===== src/rtl/cmos_frame_packer.sv =====
// ---------------------------------------------------------------------------
// cmos_frame_packer
//
// Packs the 16-bit RGB565 pixel stream from the camera capture path into
// DATA_W-bit words for the DDR write FIFO. Runs entirely in the camera pixel
// clock domain.
//
// Frame handling:
//   - Pixels are discarded until the first vsync rise after reset.
//   - Each later vsync rise flushes any partial word. Unused upper lanes of
//     that word are zero.
//   - Pixel 0 of each word sits in the least-significant 16 bits.
//
// Parameters:
//   DATA_W  output word width. It must be a multiple of 16 and at least 32.
//           Pixels per word: PPW = DATA_W/16.
//
// Optional feature:
//   Define FRAME_SIZE_CHECK_EN to compile in frame geometry checking. When it
//   is left undefined, size_err is tied to 0.
//
// Ports:
//   clk                  camera pixel clock
//   rst_n                asynchronous active-low reset
//   cmos_frame_vsync     frame sync, high during vertical blanking
//   cmos_frame_href      line valid
//   cmos_frame_valid     pixel strobe
//   cmos_frame_data      RGB565 pixel
//   cmos_h_pixel         expected pixels per line (geometry check only)
//   cmos_v_pixel         expected lines per frame (geometry check only)
//   fifo_full            downstream FIFO full
//   fifo_wr_en           one-cycle write strobe
//   fifo_wr_data         packed word
//   frame_start          one-cycle pulse when a new frame begins
//   frame_done           one-cycle pulse when a frame has been flushed
//   frame_cnt            completed-frame counter, wraps at 255
//   overflow             sticky: a word was dropped because the FIFO was full
//   size_err             sticky: frame geometry mismatch
// ---------------------------------------------------------------------------
module cmos_frame_packer #(
  parameter int DATA_W = 128
) (
  input  logic              clk,
  input  logic              rst_n,
  input  logic              cmos_frame_vsync,
  input  logic              cmos_frame_href,
  input  logic              cmos_frame_valid,
  input  logic [15:0]       cmos_frame_data,
  input  logic [12:0]       cmos_h_pixel,
  input  logic [12:0]       cmos_v_pixel,
  input  logic              fifo_full,
  output logic              fifo_wr_en,
  output logic [DATA_W-1:0] fifo_wr_data,
  output logic              frame_start,
  output logic              frame_done,
  output logic [7:0]        frame_cnt,
  output logic              overflow,
  output logic              size_err
);

  localparam int PPW   = DATA_W / 16;
  localparam int IDX_W = (PPW > 1) ? $clog2(PPW) : 1;

  typedef enum logic [1:0] {WAIT_VS, FRAME, FLUSH} state_t;

  state_t            state_reg;
  logic              vsync_d_reg;
  logic [IDX_W-1:0]  idx_reg;
  logic [DATA_W-1:0] word_reg;
  // Delays the frame_start pulse after a flush by one cycle, so that it
  // lands in the cycle after frame_done and never in the same cycle.
  logic              start_pending_reg;

  logic              vs_rise;
  logic              pix_ok;
  logic              last_lane;
  logic [DATA_W-1:0] word_merged;

  assign vs_rise   = cmos_frame_vsync & ~vsync_d_reg;
  // A pixel is ignored while vsync is high, whatever the state.
  assign pix_ok    = cmos_frame_valid & ~cmos_frame_vsync;
  assign last_lane = (idx_reg == IDX_W'(PPW - 1));

  // The current word with the incoming pixel placed in lane idx.
  for (genvar gi = 0; gi < PPW; gi++) begin : g_lane
    assign word_merged[16*gi +: 16] = (idx_reg == IDX_W'(gi)) ? cmos_frame_data
                                                               : word_reg[16*gi +: 16];
  end

  always_ff @(posedge clk or negedge rst_n) begin
    if (!rst_n) begin
      state_reg         <= WAIT_VS;
      vsync_d_reg       <= 1'b0;
      idx_reg           <= '0;
      word_reg          <= '0;
      start_pending_reg <= 1'b0;
      fifo_wr_en        <= 1'b0;
      fifo_wr_data      <= '0;
      frame_start       <= 1'b0;
      frame_done        <= 1'b0;
      frame_cnt         <= 8'd0;
      overflow          <= 1'b0;
    end else begin
      vsync_d_reg       <= cmos_frame_vsync;
      fifo_wr_en        <= 1'b0;
      frame_start       <= 1'b0;
      frame_done        <= 1'b0;
      start_pending_reg <= 1'b0;

      case (state_reg)
        WAIT_VS: begin
          if (vs_rise) begin
            state_reg   <= FRAME;
            frame_start <= 1'b1;
            idx_reg     <= '0;
            word_reg    <= '0;
          end
        end

        FRAME: begin
          if (start_pending_reg) frame_start <= 1'b1;
          if (vs_rise) begin
            state_reg <= FLUSH;
          end else if (pix_ok) begin
            if (last_lane) begin
              // Clearing the word here leaves the upper lanes of a later
              // partial flush at zero.
              idx_reg  <= '0;
              word_reg <= '0;
              if (fifo_full) begin
                overflow <= 1'b1;
              end else begin
                fifo_wr_en   <= 1'b1;
                fifo_wr_data <= word_merged;
              end
            end else begin
              idx_reg  <= idx_reg + IDX_W'(1);
              word_reg <= word_merged;
            end
          end
        end

        FLUSH: begin
          if (idx_reg != '0) begin
            if (fifo_full) begin
              overflow <= 1'b1;
            end else begin
              fifo_wr_en   <= 1'b1;
              fifo_wr_data <= word_reg;
            end
          end
          frame_done        <= 1'b1;
          frame_cnt         <= frame_cnt + 8'd1;
          idx_reg           <= '0;
          word_reg          <= '0;
          start_pending_reg <= 1'b1;
          state_reg         <= FRAME;
        end

        default: state_reg <= WAIT_VS;
      endcase
    end
  end

`ifdef FRAME_SIZE_CHECK_EN
  logic        href_d_reg;
  logic [12:0] pix_cnt_reg;
  logic [12:0] line_cnt_reg;
  logic        href_fall;

  assign href_fall = ~cmos_frame_href & href_d_reg;

  // Geometry is only judged inside a frame. The counters clear while waiting
  // for the first vsync, and again at each flush, so every frame starts from
  // zero.
  always_ff @(posedge clk or negedge rst_n) begin
    if (!rst_n) begin
      href_d_reg   <= 1'b0;
      pix_cnt_reg  <= 13'd0;
      line_cnt_reg <= 13'd0;
      size_err     <= 1'b0;
    end else begin
      href_d_reg <= cmos_frame_href;
      if (state_reg == FLUSH) begin
        if (line_cnt_reg != cmos_v_pixel) size_err <= 1'b1;
        pix_cnt_reg  <= 13'd0;
        line_cnt_reg <= 13'd0;
      end else if (state_reg == WAIT_VS) begin
        pix_cnt_reg  <= 13'd0;
        line_cnt_reg <= 13'd0;
      end else begin
        if (href_fall) begin
          if (pix_cnt_reg != cmos_h_pixel) size_err <= 1'b1;
          pix_cnt_reg <= 13'd0;
          if (line_cnt_reg != 13'h1fff) line_cnt_reg <= line_cnt_reg + 13'd1;
        end else if (pix_ok && cmos_frame_href && pix_cnt_reg != 13'h1fff) begin
          pix_cnt_reg <= pix_cnt_reg + 13'd1;
        end
      end
    end
  end
`else
  // Without the geometry check, these inputs have no function.
  logic unused_geom;
  assign unused_geom = ^{cmos_h_pixel, cmos_v_pixel, cmos_frame_href};
  assign size_err    = 1'b0;
`endif

endmodule


===== config.mk =====
export PLATFORM = sky130hd
export DESIGN_NAME = cmos_frame_packer
export DESIGN_NICKNAME = d
export VERILOG_FILES = /design/src/rtl/cmos_frame_packer.sv
export SDC_FILE = /design/constraint.sdc
export NUM_CORES = 1
export LEC_CHECK = 0
export CORE_AREA = 2 2 116 230
export DETAILED_ROUTE_END_ITERATION = 12
export DIE_AREA = 0 0 118 232
export PLACE_DENSITY = 0.83
export SLEW_MARGIN = 20
export SYNTH_ARGS = -nofsm -noshare
export SYNTH_HDL_FRONTEND = slang
export SYNTH_SLANG_ARGS = --single-unit

===== constraint.sdc =====
create_clock -name clk -period 2.85 [get_ports clk]
set_input_delay 0.57 -clock clk [delete_from_list [all_inputs] [get_ports clk]]
set_output_delay 0.57 -clock clk [all_outputs]
set_load 0.01 [all_outputs]

# Yosys cells after proc, flatten, opt, wreduce, memory -nomap -nowiden
# Cells that the tools add are included.
# W data, S select, Z words.
[totals] input_bits=48 elab_cells=86 mem_count=0 mem_bits_ro=0 out_inout_bits=141 ramBits=0 latch_bits=0 reg_bits=274
[classes] div_mod_pow=0 mux=44 shifts=0 multipliers=0 order_cmp=0 bitwise_logic=4 reduce_logical=9 addsub=2 eq_ne=17
[op_table] cell="$mux W128" count=10
[op_table] cell="$pmux W128 S3" count=1
[op_table] cell="$pmux W128 S2" count=1
[op_table] cell="$mux W16" count=8
[op_table] cell="$ne A2 B2 Y1 const B" count=8
[op_table] cell="$mux W1" count=13
[op_table] cell="$eq A3 B3 Y1 const B" count=4
[op_table] cell="$mux W3" count=4
[op_table] cell="$pmux W3 S3" count=1
[op_table] cell="$add A8 B1 Y8 const B" count=1
[op_table] cell="$reduce_and A7 Y1" count=1
[op_table] cell="$eq A3 B2 Y1 const B" count=2
[op_table] cell="$pmux W1 S2" count=3
[op_table] cell="$pmux W2 S3" count=1
[op_table] cell="$reduce_bool A3 Y1" count=2
[op_table] cell="$reduce_and A5 Y1" count=1
[op_table] cell="$mux W2" count=2
[op_table] cell="$reduce_and A4 Y1" count=1
[op_table] cell="$add A3 B1 Y3 const B" count=1
[op_table] cell="$eq A3 B1 Y1 const B" count=1
[op_table] cell="$logic_not A3 Y1" count=1
[op_table] cell="$and A1 B1 Y1" count=2
[op_table] cell="$eq A2 B1 Y1 const B" count=1
[op_table] cell="$eq A2 B2 Y1 const B" count=1
[op_table] cell="other kinds (4)" count=5

# Depth between registers and ports, before layout
# Gate-level depths: netlist of run 1.
[logic_depth] word_depth=7 depth_mapped=9 ltp_nobuf=6

# Worst setup path before layout of run 1
# OpenSTA, ideal clock, no wires.
[synth_timing] path_type="reg-to-reg" startpoint="reg state_reg[0]" endpoint="reg fifo_wr_data[22]" path_stages_with_launch=9 required_ns=2.725 path_buffers=3 t_arrival_ns=2.047 path_slack_ns=0.678 period_less_slack_ns=2.172 setup_ns=0.125 cell_sequence="dfrtp_1 inv_1 ha_1 clkbuf_2 buf_4 nor3b_4 buf_4 mux2_2 mux2_4"
[synth_between] elab_chain_cells=3 elab_cells_between_ends=11 cone_classes="8 x eq/ne; 1 x mux; 2 x reduce/logical"
[synth_rtl] element="start: declaration" line="66" source="state_t state_reg;"
[synth_rtl] element="start signal: assignment" line="92" source="state_reg <= WAIT_VS;"
[synth_rtl] element="start signal: assignment" line="113" source="state_reg <= FRAME;"
[synth_rtl] element="start signal: assignment" line="123" source="state_reg <= FLUSH;"
[synth_rtl] element="$eq A2 B2 Y1 / $eq A2 B1 Y1 (equally long branches)" line="110" source="case (state_reg)"
[synth_rtl] element="$ne A2 B2 Y1 (no line) / $reduce_bool A2 Y1 (equally long branches)"
[synth_rtl] element="$reduce_and A7 Y1 (no line)"
[synth_rtl] element="end signal: assignment" line="134" source="fifo_wr_data <= word_merged;"
[synth_rtl] element="end signal: assignment" line="149" source="fifo_wr_data <= word_reg;"
[synth_rtl] element="end: declaration" line="53" source="output logic [DATA_W-1:0] fifo_wr_data,"
# Several ways; a longest one is shown, not always the timed one.
# A chain may end at the register's enable or synchronous reset.

# Worst setup path after layout of run 1
[layout_timing] startpoint="reg idx_reg[0]" endpoint="reg fifo_wr_data[31]"
[layout_between] elab_chain_cells=7 elab_cells_between_ends=12 cone_classes="4 x eq/ne; 6 x mux; 2 x reduce/logical"
[layout_rtl] element="start: declaration" line="68" source="logic [IDX_W-1:0] idx_reg;"
[layout_rtl] element="start signal: assignment" line="137" source="idx_reg <= idx_reg + IDX_W'(1);"
[layout_rtl] element="$eq A3 B1 Y1" line="86" source="assign word_merged[16*gi +: 16] = (idx_reg == IDX_W'(gi)) ? cmos_frame_data"
[layout_rtl] element="$mux W16" line="86"
[layout_rtl] element="$mux W128" line="130" source="if (fifo_full) begin"
[layout_rtl] element="$mux W128" line="125" source="if (last_lane) begin"
[layout_rtl] element="$mux W128" line="124" source="end else if (pix_ok) begin"
[layout_rtl] element="$mux W128" line="122" source="if (vs_rise) begin"
[layout_rtl] element="$pmux W128 S2" line="110"
# Several ways; a longest one is shown, not always the timed one. The select of a mux whose other input is x is not followed.

==> metrics, run 1 <==
critical-path maximum fanout=52; Main synth FF type=dfrtp_1; Bufs on Longest Clock Path=3; CTS Buf Count=25; Port Buffers=160; Max IR drop VDD=about 530 uV; Pins Over Slew Limit=0; CTS sink count=~270; pin count of the biggest net entering global routing=84; combinational fraction of design power=0.341; Die Y=between 200 and 250 um; CP max stage cell=dfrtp_1; max_cap viols=0; synthesized flop and latch total=approximately 270; drt wl/cell=approximately 22 um; area of the mapped netlist=approximately 0.013 mm2; Yosys warning count=0; Vias=approximately 7.5k; Post-route DRC=0; fin nets=around 1.0k; initial antenna violation count=0; Core Area=0.0257 mm2; Yosys cell types=47; Fmax=415 MHz; gate count of the mapped netlist=824; syn_nets=883; Fillers=a little under 2k; TritonCTS clock tree=yes; Initial Util=0.489; Post-DP Area=~0.014 mm2; chip width=118 um; R2R cell count=7; Overflow after GRT=0; post-DR vias/cell=between 5 and 6; final setup TNS=0 ns; Avg Cell Area, Syn=between 15 and 20 um2; Final setup viols=0; worst-margin pin slew=between 0.7 and 0.8 ns; min Tclk post-route=~2.4 ns; Clock Latency Late Sink=around 0.53 ns; Stages on worst setup path=7; hold buffers post-CTS=0; CP Class=reg -> reg; post-CTS sizing=0; Pwr Density=around 800 mW/mm2; area added between synthesis and finish=22.0%; vias in the first global route=8227; P_sw=3.90 mW; Hold Path Class=in -> async; DRT iter0 DRCs=between 300 and 400; most used cell, CP=ha_1; Post-synth EDFFs=0; clock share of power=0.291; r2r setup slk=around 0.44 ns; antenna viol nets, final=0; Final Hold Fails=0; Seq pwr share=0.368; Row Count=83; sw frac=0.325; IO Count=around 190; Root Buffer=clkbuf_16; RSZ-0062 raised after global routing=no; Post-Layout Inst Area=between 0.015 and 0.02 mm2; worst setup path end=fifo_wr_data[31]; GRT Overall Usage=0.217; reg2reg end=fifo_wr_data[31]; status=finished, final reports clean; worst path bufs/invs=1; DIE AREA=roughly 0.027 mm2; commonest non-fill, non-tap cells in the layout=dfrtp_1, clkdlybuf4s50_1, mux2_2; Final HPWL DP=about 20 mm; Crit. Startpoint=idx_reg[0]; CP Cell Sequence=ha_1, ha_1, nand3b_1, a211oi_2, o21ai_4, buf_12, mux2_4; crit start category=register; cell internal pwr=between 8 and 9 mW; Pre-antenna DRT Iters=4; Arrival @ worst endpoint=~2.8 ns; register area share after synthesis=0.547; asr flop ratio synth=1.00; Worst Clk Skew=roughly 0.014 ns; WP data required=roughly 3.3 ns; crit-path leading delay family=compound AO/OA/AOI/OAI gates; crit-path max cell delay=a little under 0.4 ns; Post-Place Worst Slack=roughly 0.07 ns; Final GP Congestion=around 0.82; Worst setup EP type=register; final worst setup slack=0.438 ns; fin crit share=0.846; first-pass GRT wire length=about 47 mm; r2r startpoint=idx_reg[0]; Setup Buffers After CTS=0; share of cells above drive strength 1=0.353; commonest non-fill, non-tap cell in the layout=dfrtp_1; Slew headroom=0.482; Pleak=7.55 nW; # diodes=0; DRT Wirelength=a little under 30 mm; clock-pin slew on the worst setup and hold paths=about 0.070 ns; # H-tree levels=1
## per-stage QoR
step	total power [mW]	instances	hold WS [ns]	util
2_1_floorplan	7.64	824	0.274	-
3_3_place_gp	8.49	1303	0.459	0.563
3_5_place_dp	8.60	1303	0.459	0.563
4_1_cts	12.1	1348	0.0570	0.597
5_1_grt	12.5	1348	0.0670	0.597
6_report	12.0	1348	0.0152	0.597
## power groups by stage
stage                     logic (mW)  registers (mW)  clock network, mW
after global placement          4.02            4.47                  0
after CTS                       4.13            4.42               3.57
final                           4.09            4.42               3.50
after global routing            4.32            4.45               3.75
after floorplan                 3.10            4.54                  0
after detailed placement        4.12            4.49                  0
## worst min-delay path by stage
stage,from,to,slack (ns),depth (start not counted)
final,rst_n,fifo_wr_data[49],0.02,1
after global routing,rst_n,fifo_wr_data[49],0.07,1
after CTS,rst_n,fifo_wr_data[49],0.06,1
after detailed placement,overflow,overflow,0.46,1
after global placement,overflow,overflow,0.46,1
after floorplan,rst_n,fifo_wr_data[0],0.27,0
## Yosys cell counts, drive strengths merged, types with 5 or more instances
cell type	number	share of area
xnor2	5	0.0035
a22o	112	0.078
nor2	9	0.0029
inv	6	0.0018
clkbuf	23	0.0070
dfrtp	274	0.55
ha	11	0.011
nand2	15	0.0055
buf	43	0.037
nand2b	7	0.0035
mux2	257	0.27
o21ai	8	0.0035
nor2b	18	0.0090
## layout make-up
cell class | instances | area [um2] | area share
inverters | 6 | 22.5 | 0.00147
repair buffers | 205 | 2020 | 0.132
multi-input cells | 478 | 5130 | 0.335
flip-flops and latches | 274 | 6860 | 0.448
well taps | 340 | 425 | 0.0278
clock buffers | 27 | 643 | 0.0420
clock inverters | 18 | 209 | 0.0137
## logic make-up after synthesis
logic type / Yosys count / synth area share
mux: 257 / 0.267
fa+ha+maj: 11 / 0.0110
flops: 274 / 0.547
simple gates: 68 / 0.0333
buf+inv: 72 / 0.0461
compound gates: 134 / 0.0914
xor+xnor: 7 / 0.00489
other cells: 1 / 0.000299
## layer usage
metal	vias up	share of wire	global-route usage
met5	-	0	0
met1	3975	0.38	0.251
li1	3321	-	-
met2	188	0.55	0.402
met3	51	0.034	0.0250
met4	0	0.035	0.0926
Power figures use the tool's default switching activity.
==> inputs of run 2 (changes only) <==
==> constraint.sdc (replaced) <==
create_clock -name clk -period 2.4 [get_ports clk]
set_input_delay 0.48 -clock clk [delete_from_list [all_inputs] [get_ports clk]]
set_output_delay 0.48 -clock clk [all_outputs]
set_load 0.01 [all_outputs]
==> run 2 against run 1 <==
  * Global-route usage increased by 0.35 points
  * First-iteration DRC count decreased by 1.8%
  * Clock power increased by 18%
  * Maximum frequency increased by 3.1%
  * Clock-buffer cell count increased by 7
  * Via count increased by 0.70%
  * Cell count increased by 1.8%
  * Clock skew increased by 0.0036 ns
  * Die area unchanged
  * Critical path depth decreased by 1
  * Worst hold slack improved by 0.46 ns
==> metrics, run 2 (same netlist as run 1, synthesis figures left out) <==
status=finished, final reports clean; crit-path leading delay family=simple AND/OR/NAND/NOR gates; initial antenna violation count=0; commonest non-fill, non-tap cells in the layout=dfrtp_1, clkdlybuf4s50_1, mux2_2; Core Area=~0.026 mm2; Final Hold Fails=0; antenna viol nets, final=0; Root Buffer=clkbuf_16; drt wl/cell=around 22 um; fin nets=approximately 1.1k; Initial Util=0.489; # diodes=0; Final HPWL DP=between 20 and 25 mm; CP max stage cell=nor2_2; R2R cell count=6; r2r setup slk=roughly 0.061 ns; worst path bufs/invs=1; worst setup path end=word_reg[83]; RSZ-0062 raised after global routing=yes; most used routing layer=met2; Worst setup EP type=register; max_cap viols=0; Slew headroom=0.481; Vias=around 7.6k; critical-path maximum fanout=16; min Tclk post-route=between 2 and 2.5 ns; first-pass GRT wire length=roughly 47 mm; Arrival @ worst endpoint=about 2.8 ns; CTS Buf Count=24; Pwr Density=944 mW/mm2; Bufs on Longest Clock Path=3; final setup TNS=0 ns; CTS sink count=around 270; DRT iter0 DRCs=388; met3 usage=0.0263; WP data required=approximately 2.9 ns; Max IR drop VDD=around 700 uV; post-DR vias/cell=about 5.5; Worst Clk Skew=0.0175 ns; Pleak=7.71 nW; Final GP Congestion=approximately 0.81; Setup Buffers After CTS=0; reg2reg end=word_reg[83]; worst-margin pin slew=~0.8 ns; CP Class=reg -> reg; Clock Latency Late Sink=about 0.53 ns; Stages on worst setup path=6; M1 GR Usage=0.253; IO Count=189; Pre-antenna DRT Iters=4; Crit. Startpoint=state_reg[0]; clock-pin slew on the worst setup and hold paths=roughly 0.07 ns; pin count of the biggest net entering global routing=67; TritonCTS clock tree=yes; vias in the first global route=approximately 8.2k; chip width=around 120 um; Fillers=1932; Fmax=around 430 MHz; Post-route DRC=0; GRT Overall Usage=0.220; crit-path max cell delay=a little under 0.7 ns; Final setup viols=0; crit start category=register; share of cells above drive strength 1=0.370; Die Y=~230 um; met2 Use GR=0.402; commonest non-fill, non-tap cell in the layout=dfrtp_1; # H-tree levels=1; DRT Wirelength=between 30 and 40 mm; area added between synthesis and finish=24.2%; Hold Path Class=in -> async; fin crit share=0.975; Port Buffers=between 150 and 200; Row Count=83; Post-DP Area=0.0147 mm2; Pins Over Slew Limit=0; Post-Layout Inst Area=approximately 0.016 mm2; DIE AREA=~0.027 mm2; r2r startpoint=state_reg[0]; Overflow after GRT=0; CP Cell Sequence=inv_1, ha_1, and4bb_2, nand2_1, nor2_2, a22o_1
[run 2: report_power, final]
part / switching, mW / internal [mW]
sequential: 0.255 / 4.98
combinational: 2.69 / 2.65
clock: 1.73 / 2.42
[run 2: what timing repair did]
action / CTS / global route
gates resized for setup: 1 / 2
pin swaps: 0 / 1
endpoints found under the hold margin: 53 / 0
hold buffers: 1 / 0
endpoints found under the setup margin: 84 / 86
[run 2: layout make-up]
| class | count | area, um2 | share of cell area |
|---|---|---|---|
| Clock inverter | 9 | 126 | 0.00811 |
| Multi-Input combinational cell | 478 | 5130 | 0.329 |
| Inverter | 6 | 22.5 | 0.00144 |
| Tap cell | 340 | 425 | 0.0273 |
| Sequential cell | 274 | 6860 | 0.440 |
| Clock buffer | 34 | 719 | 0.0462 |
| Timing Repair Buffer | 231 | 2300 | 0.148 |
[run 2: worst register-to-register path, cell delays in order (launching register included)]
cell	delay, ns
dfrtp_1	0.38
inv_1	0.09
ha_1	0.33
and4bb_2	0.26
nand2_1	0.23
nor2_2	0.70
a22o_1	0.28
[run 2: through the flow]
stage / hold WS [ns] / worst slack [ns] / instances / power, mW / utilization
2_1_floorplan: 0.184 / 0.228 / 824 / 9.07 / -
3_3_place_gp: 0.443 / -0.279 / 1328 / 10.5 / 0.574
3_5_place_dp: 0.449 / -0.359 / 1328 / 10.6 / 0.574
4_1_cts: 0.490 / -0.196 / 1372 / 14.8 / 0.607
5_1_grt: 0.502 / -0.0434 / 1372 / 15.3 / 0.608
6_report: 0.473 / 0.0606 / 1372 / 14.7 / 0.608
[run 2: worst min-delay path by stage]
stage	depth (start not counted)	slack [ns]	endpoint
after floorplan	0	0.18	fifo_wr_data[0]
after global placement	1	0.44	fifo_wr_data[20]
after detailed placement	1	0.45	fifo_wr_data[20]
after CTS	2	0.49	fifo_wr_data[20]
after global routing	1	0.50	frame_cnt[7]
final	2	0.47	fifo_wr_data[20]
[run 2: per-layer routing]
| metal | share of wire | up-vias | wire, um |
|---|---|---|---|
| li1 | - | 3371 | - |
| met1 | 0.38 | 3935 | 11600 |
| met2 | 0.54 | 213 | 16300 |
| met3 | 0.035 | 69 | 1050 |
| met4 | 0.046 | 0 | 1390 |
| met5 | 0 | - | 0 |
==> inputs of run 3 (changes only) <==
--- a/config.mk
+++ b/config.mk
@@ -5,10 +5,11 @@
 export SDC_FILE = /design/constraint.sdc
 export NUM_CORES = 1
 export LEC_CHECK = 0
-export CORE_AREA = 2 2 116 230
+export ABC_AREA = 1
+export CORE_AREA = 2 2 124 246
 export DETAILED_ROUTE_END_ITERATION = 12
-export DIE_AREA = 0 0 118 232
-export PLACE_DENSITY = 0.83
+export DIE_AREA = 0 0 126 248
+export PLACE_DENSITY = 0.82
 export SLEW_MARGIN = 20
 export SYNTH_ARGS = -nofsm -noshare
 export SYNTH_HDL_FRONTEND = slang
==> run 3 against run 2 <==
  * Design area increased by 11%
  * Largest cell class unchanged
  * Critical path type unchanged
  * Worst setup slack improved by 0.12 ns
  * Area after synthesis increased by 15%
==> metrics, run 3 <==
status=finished, final reports clean; Yosys warning count=0; Clock Latency Late Sink=approximately 0.55 ns; crit start category=register; Max IR drop VDD=just under 900 uV; CTS Buf Count=25; first-pass GRT wire length=between 60 and 70 mm; min Tclk post-route=between 2 and 2.5 ns; pin count of the biggest net entering global routing=120; syn_nets=just over 2k; register area share after synthesis=0.475; Die Y=approximately 250 um; clock-pin slew on the worst setup and hold paths=around 0.070 ns; DRT Wirelength=~42 mm; DRT iter0 DRCs=~1.6k; Main synth FF type=dfrtp_1; r2r setup slk=approximately 0.19 ns; Initial Util=0.491; max_cap viols=0; Final GP Congestion=~0.9; Final setup viols=0; worst-margin pin slew=approximately 0.7 ns; Core Area=around 0.029 mm2; Commonest cells post-synth=nand2_1, nand3_1, dfrtp_1; Final HPWL DP=27.0 mm; CP Class=reg -> reg; Yosys cell types=28; Vias=between 10k and 15k; initial antenna violation count=4; CP Cell Sequence=inv_2, buf_4, nand2_1, nand2_1, nand3_1, nand2_1, nand3_1, nand2_1; commonest non-fill, non-tap cell in the layout=nand2_1; GRT Overall Usage=0.269; final worst setup slack=roughly 0.19 ns; CP max stage cell=nand2_1; Hold Path Class=in -> async; top cells by area, synth=dfrtp_1, nand2_1, nand3_1; antenna viol nets, final=0; WP data required=2.89 ns; commonest non-fill, non-tap cells in the layout=nand2_1, nand3_1, dfrtp_1; fin nets=2155; drt wl/cell=16.8 um; Arrival @ worst endpoint=~2.7 ns; Bufs on Longest Clock Path=3; gate count of the mapped netlist=2002; Final Hold Fails=0; Post-synth EDFFs=0; Post-route DRC=0; area of the mapped netlist=between 0.01 and 0.015 mm2; vias in the first global route=about 13k; chip width=126 um; Hold Worst Slack=around 0.46 ns; R2R cell count=8; dpl cells=approximately 2.4k; asr flop ratio synth=1.00; Pleak=between 8 and 9 nW; CTS sink count=roughly 270; most used cell, CP=nand2_1; IO Count=between 150 and 200; Overflow after GRT=0; Slew headroom=0.542; fin crit share=0.923; Pins Over Slew Limit=0; Fmax=roughly 450 MHz; RSZ-0062 raised after global routing=no; critical-path maximum fanout=48; DIE AREA=between 0.03 and 0.04 mm2; Pre-antenna DRT Iters=6; area added between synthesis and finish=19.4%; fin cells=between 2k and 2.5k; Port Buffers=160; Pwr Density=1200 mW/mm2; Synth area leader=dfrtp_1; # H-tree levels=1; Setup Buffers After CTS=0; synthesized flop and latch total=between 200 and 300; final setup TNS=0 ns; share of the synthesized area in the top cell type=0.475; post-DR vias/cell=roughly 5.6; most frequent cell after synthesis=nand2_1; share of cells above drive strength 1=0.0501; TritonCTS clock tree=yes; crit-path max cell delay=~0.57 ns; Worst Clk Skew=roughly 0.016 ns; Avg Cell Area, Syn=around 7.2 um2; Row Count=89; Root Buffer=clkbuf_16; Post-Place Worst Slack=between 0.1 and 0.15 ns; Worst setup EP type=register
## run 3: changes by cell type after synthesis, sizes merged, moves of 4 or more
| cell | change |
|---|---|
| nand2 | +772 |
| nand3 | +418 |
| mux2 | -257 |
| inv | +171 |
| o21ai | +142 |
| a22o | -112 |
| buf | +57 |
| clkbuf | +19 |
| nor2b | -18 |
| nor2 | +15 |
| nand2b | -7 |
| xnor2 | -4 |
## run 3: through the flow
stage          area, um2  utilization  power, mW
2_1_floorplan      14400            -       12.6
3_3_place_gp       16300        0.556       16.2
3_5_place_dp       16300        0.556       16.4
4_1_cts            17200        0.586       20.8
5_1_grt            17200        0.587       22.1
6_report           17200        0.587       20.8
## run 3: repair_timing
| item | 4_1_cts | 5_1_grt |
|---|---|---|
| hold endpoints to repair | 57 | 0 |
| hold buffers | 1 | 0 |
| endpoints found under the setup margin | 0 | 3 |
| resized for setup | 0 | 1 |
## run 3: cells by family after synthesis
family | share of synthesized area
and+or+nand+nor | 0.360
buffers and inverters | 0.0977
adders and majority gates | 0.00953
DFF | 0.475
xor gates and xnor gates | 0.00364
AOI/OAI and AO/OA | 0.0542
other | 0.000260
## run 3: worst max-delay path: cells and delay by family (launching register included)
| kind | cells | cell delay, ns |
|---|---|---|
| flops | 1 | 0.41 |
| buf+inv | 2 | 0.56 |
| simple gates | 6 | 1.20 |
## run 3: worst paths after layout
check / from / to
worst max-delay path: idx_reg[2] / fifo_wr_data[34]
worst min-delay path: rst_n / fifo_wr_data[58]
worst max register to register: idx_reg[2] / fifo_wr_data[34]
worst min register to register: fifo_wr_data[29] / fifo_wr_data[29]
max in group asynchronous: rst_n / fifo_wr_data[99]
min in group clk: fifo_wr_data[29] / fifo_wr_data[29]
## run 3: area by class of cell
cell class	instances	area (um2)
fill	2574	12200
sequential	274	6860
multi-input combinational	1409	6220
timing repair buffer	209	2150
clock buffer	31	688
inverter	177	666
tap	364	455
clock inverter	14	198
antenna	4	10.0
## run 3: report_power, final
part | internal [mW] | switching, mW | leakage, nW | total, mW
registers | 5.87 | 0.847 | 3.75 | 6.71
logic | 3.55 | 6.12 | 4.67 | 9.67
clock network | 2.49 | 1.88 | 0.429 | 4.37
## run 3: per-layer routing
layer	up-vias	track usage	wire length, um
met2	605	0.454	20700
met5	-	0	0
met1	6493	0.323	15700
met3	145	0.0285	2640
met4	0	0.181	2850
li1	6537	-	-
